File: src/rtl/oflow_core_write_pkg.sv
// ---------------------------------------------------------------------------
// oflow_core_write_pkg
// Shared types and helpers for the oflow core write-back sequencer.
//  - wr_state_t   : sequencer FSM states
//  - row_w_f      : row counter width for a given frame size and row length
//  - grp_w_f      : group counter width for a given row length and beat width
//  - rem_w_f      : width needed to hold N % PE_NUM
//  - lane_mask_f  : LSB-filled mask of 'count' ones, clipped to 'lanes'
// ---------------------------------------------------------------------------
package oflow_core_write_pkg;

   typedef enum logic [2:0] {
      IDLE = 3'd0,
      LOAD = 3'd1,
      ROW  = 3'd2,
      BEAT = 3'd3,
      DONE = 3'd4
   } wr_state_t;

   // Every derived width is forced to at least 1 bit so degenerate
   // parameter sets still produce legal vectors.
   function automatic int max1_f(input int v);
      return (v < 1) ? 1 : v;
   endfunction

   // Row counter must reach full_rows itself (the partial row index).
   function automatic int row_w_f(input int bbox_w, input int pe_num);
      return max1_f($clog2(((1 << bbox_w) - 1) / pe_num + 1));
   endfunction

   function automatic int grp_w_f(input int pe_num, input int lanes);
      return max1_f($clog2((pe_num + lanes - 1) / lanes));
   endfunction

   function automatic int rem_w_f(input int pe_num);
      return max1_f($clog2(pe_num));
   endfunction

   function automatic logic [31:0] lane_mask_f(input int count, input int lanes);
      logic [31:0] m;
      m = '0;
      for (int i = 0; i < 32; i++) begin
         if ((i < count) && (i < lanes)) m[i] = 1'b1;
      end
      return m;
   endfunction

endpackage

File: src/rtl/oflow_core_write_sequencer_row_split.sv
// ---------------------------------------------------------------------------
// oflow_bbox_row_split
// Splits a latched bbox count N into full PE rows and the partial last row.
// Results are registered on 'load' and held until the next load.
// Ports:
//  clk, reset_N   clock, async active-low reset
//  load           capture enable (sequencer LOAD state)
//  n              latched bbox count
//  full_rows      N / PE_NUM
//  rem            N % PE_NUM
//  rem_last_grp   index of the last group in the partial row (ceil(rem/LANES)-1)
// ---------------------------------------------------------------------------
module oflow_bbox_row_split #(
   parameter int PE_NUM = 22,
   parameter int LANES  = 4,
   parameter int BBOX_W = 10,
   parameter int ROW_W  = 6,
   parameter int GRP_W  = 3,
   parameter int REM_W  = 5
) (
   input  logic              clk,
   input  logic              reset_N,
   input  logic              load,
   input  logic [BBOX_W-1:0] n,
   output logic [ROW_W-1:0]  full_rows,
   output logic [REM_W-1:0]  rem,
   output logic [GRP_W-1:0]  rem_last_grp
);

   logic [BBOX_W-1:0] quot;
   logic [BBOX_W-1:0] modv;
   logic [BBOX_W-1:0] last_grp_calc;

   // Division by a constant row length; last group index is stored as
   // (groups - 1) so it always fits GRP_W even when groups is a power of two.
   always_comb begin
      quot          = n / BBOX_W'(PE_NUM);
      modv          = n % BBOX_W'(PE_NUM);
      last_grp_calc = '0;
      if (modv != '0) last_grp_calc = (modv - BBOX_W'(1)) / BBOX_W'(LANES);
   end

   always_ff @(posedge clk or negedge reset_N) begin
      if (!reset_N) begin
         full_rows    <= '0;
         rem          <= '0;
         rem_last_grp <= '0;
      end else if (load) begin
         full_rows    <= ROW_W'(quot);
         rem          <= REM_W'(modv);
         rem_last_grp <= GRP_W'(last_grp_calc);
      end
   end

endmodule

File: src/rtl/oflow_core_write_sequencer.sv
// ---------------------------------------------------------------------------
// oflow_core_write_sequencer
// Walks the PE array row by row, LANES PEs per beat, presenting
// (row_sel, grp_sel, lane_mask) to the frame buffer under valid/ready.
// Ports:
//  clk, reset_N          clock, async active-low reset
//  num_of_bbox_in_frame  bbox count N, sampled on an accepted start_write
//  start_write           start request (ignored while busy)
//  abort                 drop the sequence, no done
//  buf_ready             buffer accepts the current beat
//  wr_valid              beat valid
//  row_sel, grp_sel      PE row / LANES-group of the beat
//  lane_mask             valid lanes of the beat (LSB = lowest PE)
//  last_beat             final beat of the frame
//  busy                  LOAD..DONE inclusive
//  done                  one-cycle completion pulse
// ---------------------------------------------------------------------------
module oflow_core_write_sequencer
   import oflow_core_write_pkg::*;
#(
   parameter int PE_NUM = 22,
   parameter int LANES  = 4,
   parameter int BBOX_W = 10,
   parameter int ROW_W  = row_w_f(BBOX_W, PE_NUM),
   parameter int GRP_W  = grp_w_f(PE_NUM, LANES)
) (
   input  logic              clk,
   input  logic              reset_N,
   input  logic [BBOX_W-1:0] num_of_bbox_in_frame,
   input  logic              start_write,
   input  logic              abort,
   input  logic              buf_ready,
   output logic              wr_valid,
   output logic [ROW_W-1:0]  row_sel,
   output logic [GRP_W-1:0]  grp_sel,
   output logic [LANES-1:0]  lane_mask,
   output logic              last_beat,
   output logic              busy,
   output logic              done
);

   localparam int REM_W         = rem_w_f(PE_NUM);
   localparam int FULL_LAST_GRP = (PE_NUM + LANES - 1) / LANES - 1;

   wr_state_t         state;
   logic [BBOX_W-1:0] n_q;
   logic [ROW_W-1:0]  row;
   logic [GRP_W-1:0]  grp;
   logic [ROW_W-1:0]  full_rows;
   logic [REM_W-1:0]  rem;
   logic [GRP_W-1:0]  rem_last_grp;

   logic              in_part_row;
   logic [GRP_W-1:0]  row_last_grp;
   logic              last_grp;
   logic              last_row;
   logic              last_b;
   int                row_k;
   logic [LANES-1:0]  beat_mask;

   oflow_bbox_row_split #(
      .PE_NUM (PE_NUM),
      .LANES  (LANES),
      .BBOX_W (BBOX_W),
      .ROW_W  (ROW_W),
      .GRP_W  (GRP_W),
      .REM_W  (REM_W)
   ) u_row_split (
      .clk          (clk),
      .reset_N      (reset_N),
      .load         (state == LOAD),
      .n            (n_q),
      .full_rows    (full_rows),
      .rem          (rem),
      .rem_last_grp (rem_last_grp)
   );

   // Row index full_rows is the partial row; it is only ever reached when
   // rem > 0, so without a remainder the frame ends on row full_rows-1.
   always_comb begin
      in_part_row  = (row == full_rows);
      row_last_grp = in_part_row ? rem_last_grp : GRP_W'(FULL_LAST_GRP);
      last_grp     = (grp == row_last_grp);
      last_row     = (rem != '0) ? in_part_row : (row == full_rows - ROW_W'(1));
      row_k        = in_part_row ? int'(rem) : PE_NUM;
      last_b       = (state == BEAT) && last_grp && last_row;
      beat_mask    = {LANES{1'b1}};
      if (last_grp) beat_mask = LANES'(lane_mask_f(row_k - int'(grp) * LANES, LANES));
   end

   // Main sequencer. Abort outranks every transition; counters are cleared
   // whenever the sequence leaves the walk so outputs read zero when idle.
   always_ff @(posedge clk or negedge reset_N) begin
      if (!reset_N) begin
         state <= IDLE;
         n_q   <= '0;
         row   <= '0;
         grp   <= '0;
      end else if (abort && (state != IDLE)) begin
         state <= IDLE;
         row   <= '0;
         grp   <= '0;
      end else begin
         case (state)
            IDLE: begin
               if (start_write && !abort) begin
                  n_q   <= num_of_bbox_in_frame;
                  state <= LOAD;
               end
            end
            LOAD: begin
               row   <= '0;
               grp   <= '0;
               state <= (n_q == '0) ? DONE : ROW;
            end
            ROW: begin
               grp   <= '0;
               state <= BEAT;
            end
            BEAT: begin
               if (buf_ready) begin
                  if (last_b) begin
                     row   <= '0;
                     grp   <= '0;
                     state <= DONE;
                  end else if (last_grp) begin
                     row   <= row + ROW_W'(1);
                     grp   <= '0;
                     state <= ROW;
                  end else begin
                     grp   <= grp + GRP_W'(1);
                  end
               end
            end
            DONE: begin
               row   <= '0;
               grp   <= '0;
               state <= IDLE;
            end
            default: state <= IDLE;
         endcase
      end
   end

   // Moore-style decode; nothing here looks at buf_ready.
   always_comb begin
      wr_valid  = (state == BEAT);
      busy      = (state != IDLE);
      done      = (state == DONE);
      row_sel   = row;
      grp_sel   = grp;
      last_beat = last_b;
      lane_mask = wr_valid ? beat_mask : '0;
   end

endmodule

File: config.mk
export PLATFORM = sky130hd
export DESIGN_NAME = oflow_core_write_sequencer
export DESIGN_NICKNAME = d
export VERILOG_FILES = /design/src/rtl/oflow_core_write_pkg.sv /design/src/rtl/oflow_core_write_sequencer_row_split.sv /design/src/rtl/oflow_core_write_sequencer.sv
export SDC_FILE = /design/constraint.sdc
export NUM_CORES = 1
export LEC_CHECK = 0
export CORE_ASPECT_RATIO = 1.75
export CORE_MARGIN = 2
export CORE_UTILIZATION = 28
export DETAILED_ROUTE_END_ITERATION = 10
export SYNTH_ARGS = -nofsm -noshare
export SYNTH_HDL_FRONTEND = slang
export SYNTH_HIERARCHICAL = 1
export SYNTH_SLANG_ARGS = --single-unit
File: constraint.sdc
create_clock -name clk -period 8.1 [get_ports clk]
set_clock_uncertainty 0.15 [all_clocks]
set_input_delay 2.43 -clock clk [delete_from_list [all_inputs] [get_ports clk]]
set_output_delay 2.43 -clock clk [all_outputs]
set_load 0.02 [all_outputs]
==> results of run 1 <==
==> Yosys cell counts (3+ instances only) <==
| master | n | area share [%] |
|---|---|---|
| nand2_1 | 21 | 2.4 |
| and3_1 | 5 | 0.94 |
| o211ai_1 | 8 | 1.8 |
| and2_1 | 4 | 0.75 |
| nand4_1 | 4 | 0.75 |
| mux2i_1 | 3 | 0.90 |
| o31ai_1 | 8 | 1.8 |
| buf_2 | 8 | 1.2 |
| clkbuf_1 | 5 | 0.56 |
| a22o_1 | 3 | 0.79 |
| ha_1 | 7 | 2.6 |
| o21ai_1 | 5 | 0.75 |
| nor2_1 | 25 | 2.8 |
| o2bb2ai_1 | 8 | 2.1 |
| o21ai_0 | 12 | 1.8 |
| xnor2_1 | 11 | 2.9 |
| mux2_1 | 3 | 1.0 |
| or3_1 | 5 | 0.94 |
| mux2_2 | 17 | 5.7 |
| nor3b_1 | 7 | 1.6 |
| buf_6 | 3 | 1.0 |
| a21o_1 | 4 | 0.90 |
| buf_4 | 3 | 0.67 |
| inv_1 | 16 | 1.8 |
| a31oi_1 | 8 | 1.5 |
| nand3_1 | 16 | 2.4 |
| xor2_1 | 7 | 1.8 |
| nor2b_1 | 11 | 2.1 |
| nor3_1 | 14 | 2.1 |
| dfrtp_1 | 36 | 27 |
| a21oi_1 | 15 | 2.2 |
| nand2b_1 | 5 | 0.94 |
| a32oi_2 | 3 | 1.5 |
==> layout make-up <==
cell class | count | area share, %
Sequential cell | 36 | 23.27
Multi-Input combinational cell | 305 | 58.37
Timing Repair Buffer | 33 | 8.403
Clock buffer | 6 | 3.588
Tap cell | 135 | 4.363
Clock inverter | 2 | 0.3555
Inverter | 17 | 1.648
==> logic make-up after synthesis <==
group	after synthesis	share of synthesized area (%)
compound gates	116	28.48
xor+xnor	18	4.721
fa+ha+maj	8	3.222
buf+inv	36	5.358
flops	36	26.98
mux	23	7.643
simple gates	140	23.60
==> critical path, delay by kind of cell, from the launching register on <==
kind | cells | cell delay [ps]
buf+inv | 2 | 620
simple gates | 5 | 1030
fa+ha+maj | 2 | 530
flops | 1 | 450
xor+xnor | 2 | 430
compound gates | 2 | 260
==> routing by layer <==
| layer | part of all wire [%] | vias up | global-route usage [%] | routed length (um) |
|---|---|---|---|---|
| met5 | 0 | - | 0 | 0 |
| met4 | 5.4 | 0 | 9.531 | 474 |
| met3 | 2.4 | 28 | 1.609 | 206 |
| met2 | 55 | 78 | 26.65 | 4845 |
| met1 | 37 | 1459 | 14.06 | 3223 |
| li1 | - | 1467 | - | - |
==> metrics by stage <==
step                      power (W)  cell area (sq um)  worst slack [ps]  util, %  hold slack [ps]
final                      0.001898               3871              1923    33.43            351.1
after global routing       0.002058               3871              1588    33.43            371.4
after CTS                  0.001893               3871              1915    33.43            347.9
after detailed placement   0.001680               3719              2234    32.11            333.1
after global placement     0.001649               3719              2335    32.11            337.6
after floorplan            0.001447               3339              2878        -            306.2
==> final timing paths <==
check | endpoint | slack [ps] | from
worst max-delay path | lane_mask[0] | 1920 | row_sel[3]$_DFFE_PN0P_
worst min-delay path | u_row_split/rem_last_grp[2]$_DFFE_PN0P_ | 350 | u_row_split/rem_last_grp[2]$_DFFE_PN0P_
worst max register to register | u_row_split/rem_last_grp[0]$_DFFE_PN0P_ | 3450 | n_q[9]$_DFFE_PN0P_
worst min register to register | u_row_split/rem_last_grp[2]$_DFFE_PN0P_ | 350 | u_row_split/rem_last_grp[2]$_DFFE_PN0P_
max in group asynchronous | row_sel[4]$_DFFE_PN0P_ | 5040 | reset_N
min in group asynchronous | u_row_split/rem[2]$_DFFE_PN0P_ | 2410 | reset_N
==> sequential cells by signal, indices dropped and copies added (netlist names) <==
signal                    flops
grp_sel                       3
n_q                          10
row_sel                       6
state                         3
u_row_split/full_rows         6
u_row_split/rem               5
u_row_split/rem_last_grp      3
==> power by group <==
part	internal, W	total, W	leakage, nW	switching [W]
logic	0.000565	0.00131	0.930	0.000740
registers	0.000240	0.000388	0.447	0.000148
clock network	0.000123	0.000205	0.0772	0.0000820
total	0.000928	0.00190	1.45	0.000970
==> flow_summary.ini, run 1 <==
[routing]
first_iter_violations = 161
vias = 3032
drc = 0
wl_per_cell_um = 16.39
viasPerCell = 5.678
drtPass1Iterations = 4
ant_nets = 0
wirelength_um = 8750

[timing]
worst_pin_slew_ps = 725.3
hold_viol_final = 0
rsz0062_at_grt = no
tns_ps = 0
post-route-period-util_pct = 76.25
fmax_mhz = 161.9
setup_violations = 0
period_needed_ps = 6177
drv_slew = 0
max_slew_margin_pct = 51.65

[yosys]
synth_edf_count = 0
ys_seq_area_share_pct = 26.98
syn_avg_cell_area_sq_um = 8.858
synthFlopType = dfrtp_1
netlist_area_sq_mm = 0.003339
synth_cell_types = 83
async_flop_share_pct = 100.0
ys_ff_latch = 36
ys_warn_count = 6
syn_nets = 400
netlist_instances = 377

[clocking]
cts_tree = yes
clk_latency_ps = 290
clock_sinks = 36
numCtsBuffers = 5
post-cts-setup-buffer-count = 0
htreeDepth = 2
hold_buffers = 0
path_clk_slew_ps = 60
post_cts_resized = 0
cts_max_path_buffers = 2
clockRootBuffer = clkbuf_16

[critical_path]
crit_path_start_kind = flip-flop
cp_slowest_cell = clkdlybuf4s50_1
crit_top_cell = xnor2_1
r2r_cells = 13
required_ps = 5520
path_class = reg -> out
crit_chain = xnor2_1, and4_1, nand2_1, nor2_1, ha_1, inv_1, fa_1, xnor2_1, nand3b_1, or3_1, o21ai_0, a21oi_1, clkdlybuf4s50_1
worstPathMaxFanout = 6
critPathCaptureType = primary output
critical_path_arrival_ps = 3600
cp_slowest_stage_delay_ps = 560

[finish]
stdcell_count = 534
nets = 421
register_area_sq_um = 900.9
multiInputGateArea_sq_mm = 0.002260
antenna_cells = 0
final_cell_mix = 36 x dfrtp_1, 31 x clkdlybuf4s50_1, 25 x nor2_1, 21 x nand2_1, 17 x mux2_2
syn2layout_area_growth_pct = 15.92
drive_gt1_share_pct = 14.29
final_common_cell = dfrtp_1
fillers = 1184

[floorplanning]
core_area_sq_mm = 0.01158
die_area_sq_mm = 0.01285
num_rows = 52
die_h_um = 148.5
initial_core_util_pct = 28.84
ioPinCount = 32
fp.dieW_um = 86.56

[placement]
place_inst = 526
place.gp.congestion = 0.8723
portBuffers = 31
dp_hpwl_um = 6654

[outcome]
outcome = complete, no violations

[grt]
grt_pass1_vias = 3016
grt_overflow = 0
grt_first_pass_wirelength_um = 14540
antenna_found_initial = 0
grtUsageTotal_pct = 14.19
grt_max_degree = 37

[power]
power_per_cell_area_mw_per_mm2 = 490.4
peakVddDrop_mv = 0.2034
cellLeakagePower_nw = 1.455

[min_path]
holdPathStages = 1
hold_class = reg -> reg

[run]
maxCapViolCount = 0
(Power assumes the default switching activity.)
==> run 2: changes to the inputs <==
==> constraint.sdc (replaced) <==
create_clock -name clk -period 6.1 [get_ports clk]
set_clock_uncertainty 0.15 [all_clocks]
set_input_delay 1.83 -clock clk [delete_from_list [all_inputs] [get_ports clk]]
set_output_delay 1.83 -clock clk [all_outputs]
set_load 0.02 [all_outputs]
==> flow_summary.ini, run 2 (synthesis results as in run 1) <==
[outcome]
outcome = complete, no violations

[finish]
largest-register = n_q
nets = 421
drive_gt1_share_pct = 14.29
largest_reg_flops = 10
final_util_pct = 33.43
fillers = 1207
final_cell_mix = 36 x dfrtp_1, 31 x clkdlybuf4s50_1, 25 x nor2_1, 21 x nand2_1, 17 x mux2_2
register_area_sq_um = 900.9
antenna_cells = 0
multiInputGateArea_sq_mm = 0.002260
final_area_sq_mm = 0.003871
final_common_cell = dfrtp_1
syn2layout_area_growth_pct = 15.92

[grt]
antenna_found_initial = 0
grt_first_pass_wirelength_um = 14540
grt_pass1_vias = 3002
grt_max_degree = 37
grtUsageTotal_pct = 14.19
grt_overflow = 0

[floorplanning]
initial_core_util_pct = 28.84
fp.dieW_um = 86.56
ioPinCount = 32
die_area_sq_mm = 0.01285
core_area_sq_mm = 0.01158
die_h_um = 148.5
num_rows = 52

[min_path]
hold_class = reg -> reg
hp-start = u_row_split/rem_last_grp[2]$_DFFE_PN0P_
min_to = u_row_split/rem_last_grp[2]$_DFFE_PN0P_
holdPathStages = 1

[critical_path]
r2r_end = u_row_split/rem_last_grp[0]$_DFFE_PN0P_
crit_path_start_kind = flip-flop
required_ps = 4120
path_class = reg -> out
rrSetupSlack_ps = 1460
startpoint = row_sel[3]$_DFFE_PN0P_
critical_path_arrival_ps = 3590
critPathCaptureType = primary output
r2r_cells = 13
r2r_start = n_q[9]$_DFFE_PN0P_
worstPathMaxFanout = 6

[run]
maxCapViolCount = 0

[routing]
drc = 0
vias = 3048
ant_nets = 0
wl_per_cell_um = 16.48
viasPerCell = 5.708
wirelength_um = 8800
drtPass1Iterations = 6
first_iter_violations = 115

[timing]
setup_violations = 0
rsz0062_at_grt = no
fmax_mhz = 179.7
max_slew_margin_pct = 51.59
drv_slew = 0
period_needed_ps = 5566
worst_pin_slew_ps = 726.1
hold_viol_final = 0
tns_ps = 0
post-route-period-util_pct = 91.24

[power]
p_sw_share_pct = 51.28
p_sw_w = 0.001298
seqPwrFrac_pct = 20.4
cellLeakagePower_nw = 1.455
internal_power_w = 0.001233
power_per_cell_area_mw_per_mm2 = 653.8
combinationalPowerShare_pct = 68.9
pwr-share-clk_pct = 10.7
peakVddDrop_mv = 0.2752
power_w = 0.002531

[clocking]
post-cts-setup-buffer-count = 0
clock_sinks = 36
cts_max_path_buffers = 2
clockRootBuffer = clkbuf_16
htreeDepth = 2
path_clk_slew_ps = 60
clk_latency_ps = 290
cts_tree = yes
post_cts_resized = 0
numCtsBuffers = 5
hold_buffers = 0

[placement]
portBuffers = 31
dp_hpwl_um = 6697
place_area_sq_mm = 0.003719
place.gp.congestion = 0.8723
[run 2: how the worst max path moves through the flow]
| stage | end | slack [ps] |
|---|---|---|
| after global placement | lane_mask[0] | 930 |
| after global routing | lane_mask[0] | 200 |
| final | lane_mask[0] | 530 |
| after detailed placement | lane_mask[0] | 840 |
| after floorplan | lane_mask[0] | 1480 |
| after CTS | lane_mask[0] | 510 |
[run 2: area by class of cell]
type	instances	area share, %
multi-input combinational	305	58.37
sequential	36	23.27
timing repair buffer	33	8.403
tap	135	4.363
clock buffer	6	3.588
inverter	17	1.648
clock inverter	2	0.3555
[run 2: power by group through the flow]
stage	registers [W]	logic, W	clock network [W]
after global placement	0.000513	0.00168	0
after detailed placement	0.000519	0.00172	0
after CTS	0.000514	0.00172	0.000278
after floorplan	0.000398	0.00152	0
after global routing	0.000540	0.00191	0.000287
final	0.000516	0.00174	0.000271
[run 2: per-layer routing]
layer	vias to the layer above	global-route usage (%)	share of wire, %
li1	1470	-	-
met1	1481	14.10	36
met2	72	27.19	57
met3	25	1.498	2.3
met4	0	8.516	4.6
met5	-	0	0
[run 2: worst max-delay path: stages, from the launching register on]
cell and delay (ps):
dfrtp_1 450, xnor2_1 290, and4_1 330, nand2_1 120, nor2_1 110, ha_1 150
inv_1 60, fa_1 380, xnor2_1 140, nand3b_1 120, or3_1 340, o21ai_0 170
a21oi_1 90, clkdlybuf4s50_1 560
[run 2: metrics by stage]
stage,instances,setup slack [ps],hold WS (ps)
after floorplan,377,1478,306.2
after global placement,526,934.5,337.6
after detailed placement,526,837.0,338.8
after CTS,534,513.1,353.7
after global routing,534,198.7,371.1
final,534,534.1,354.2
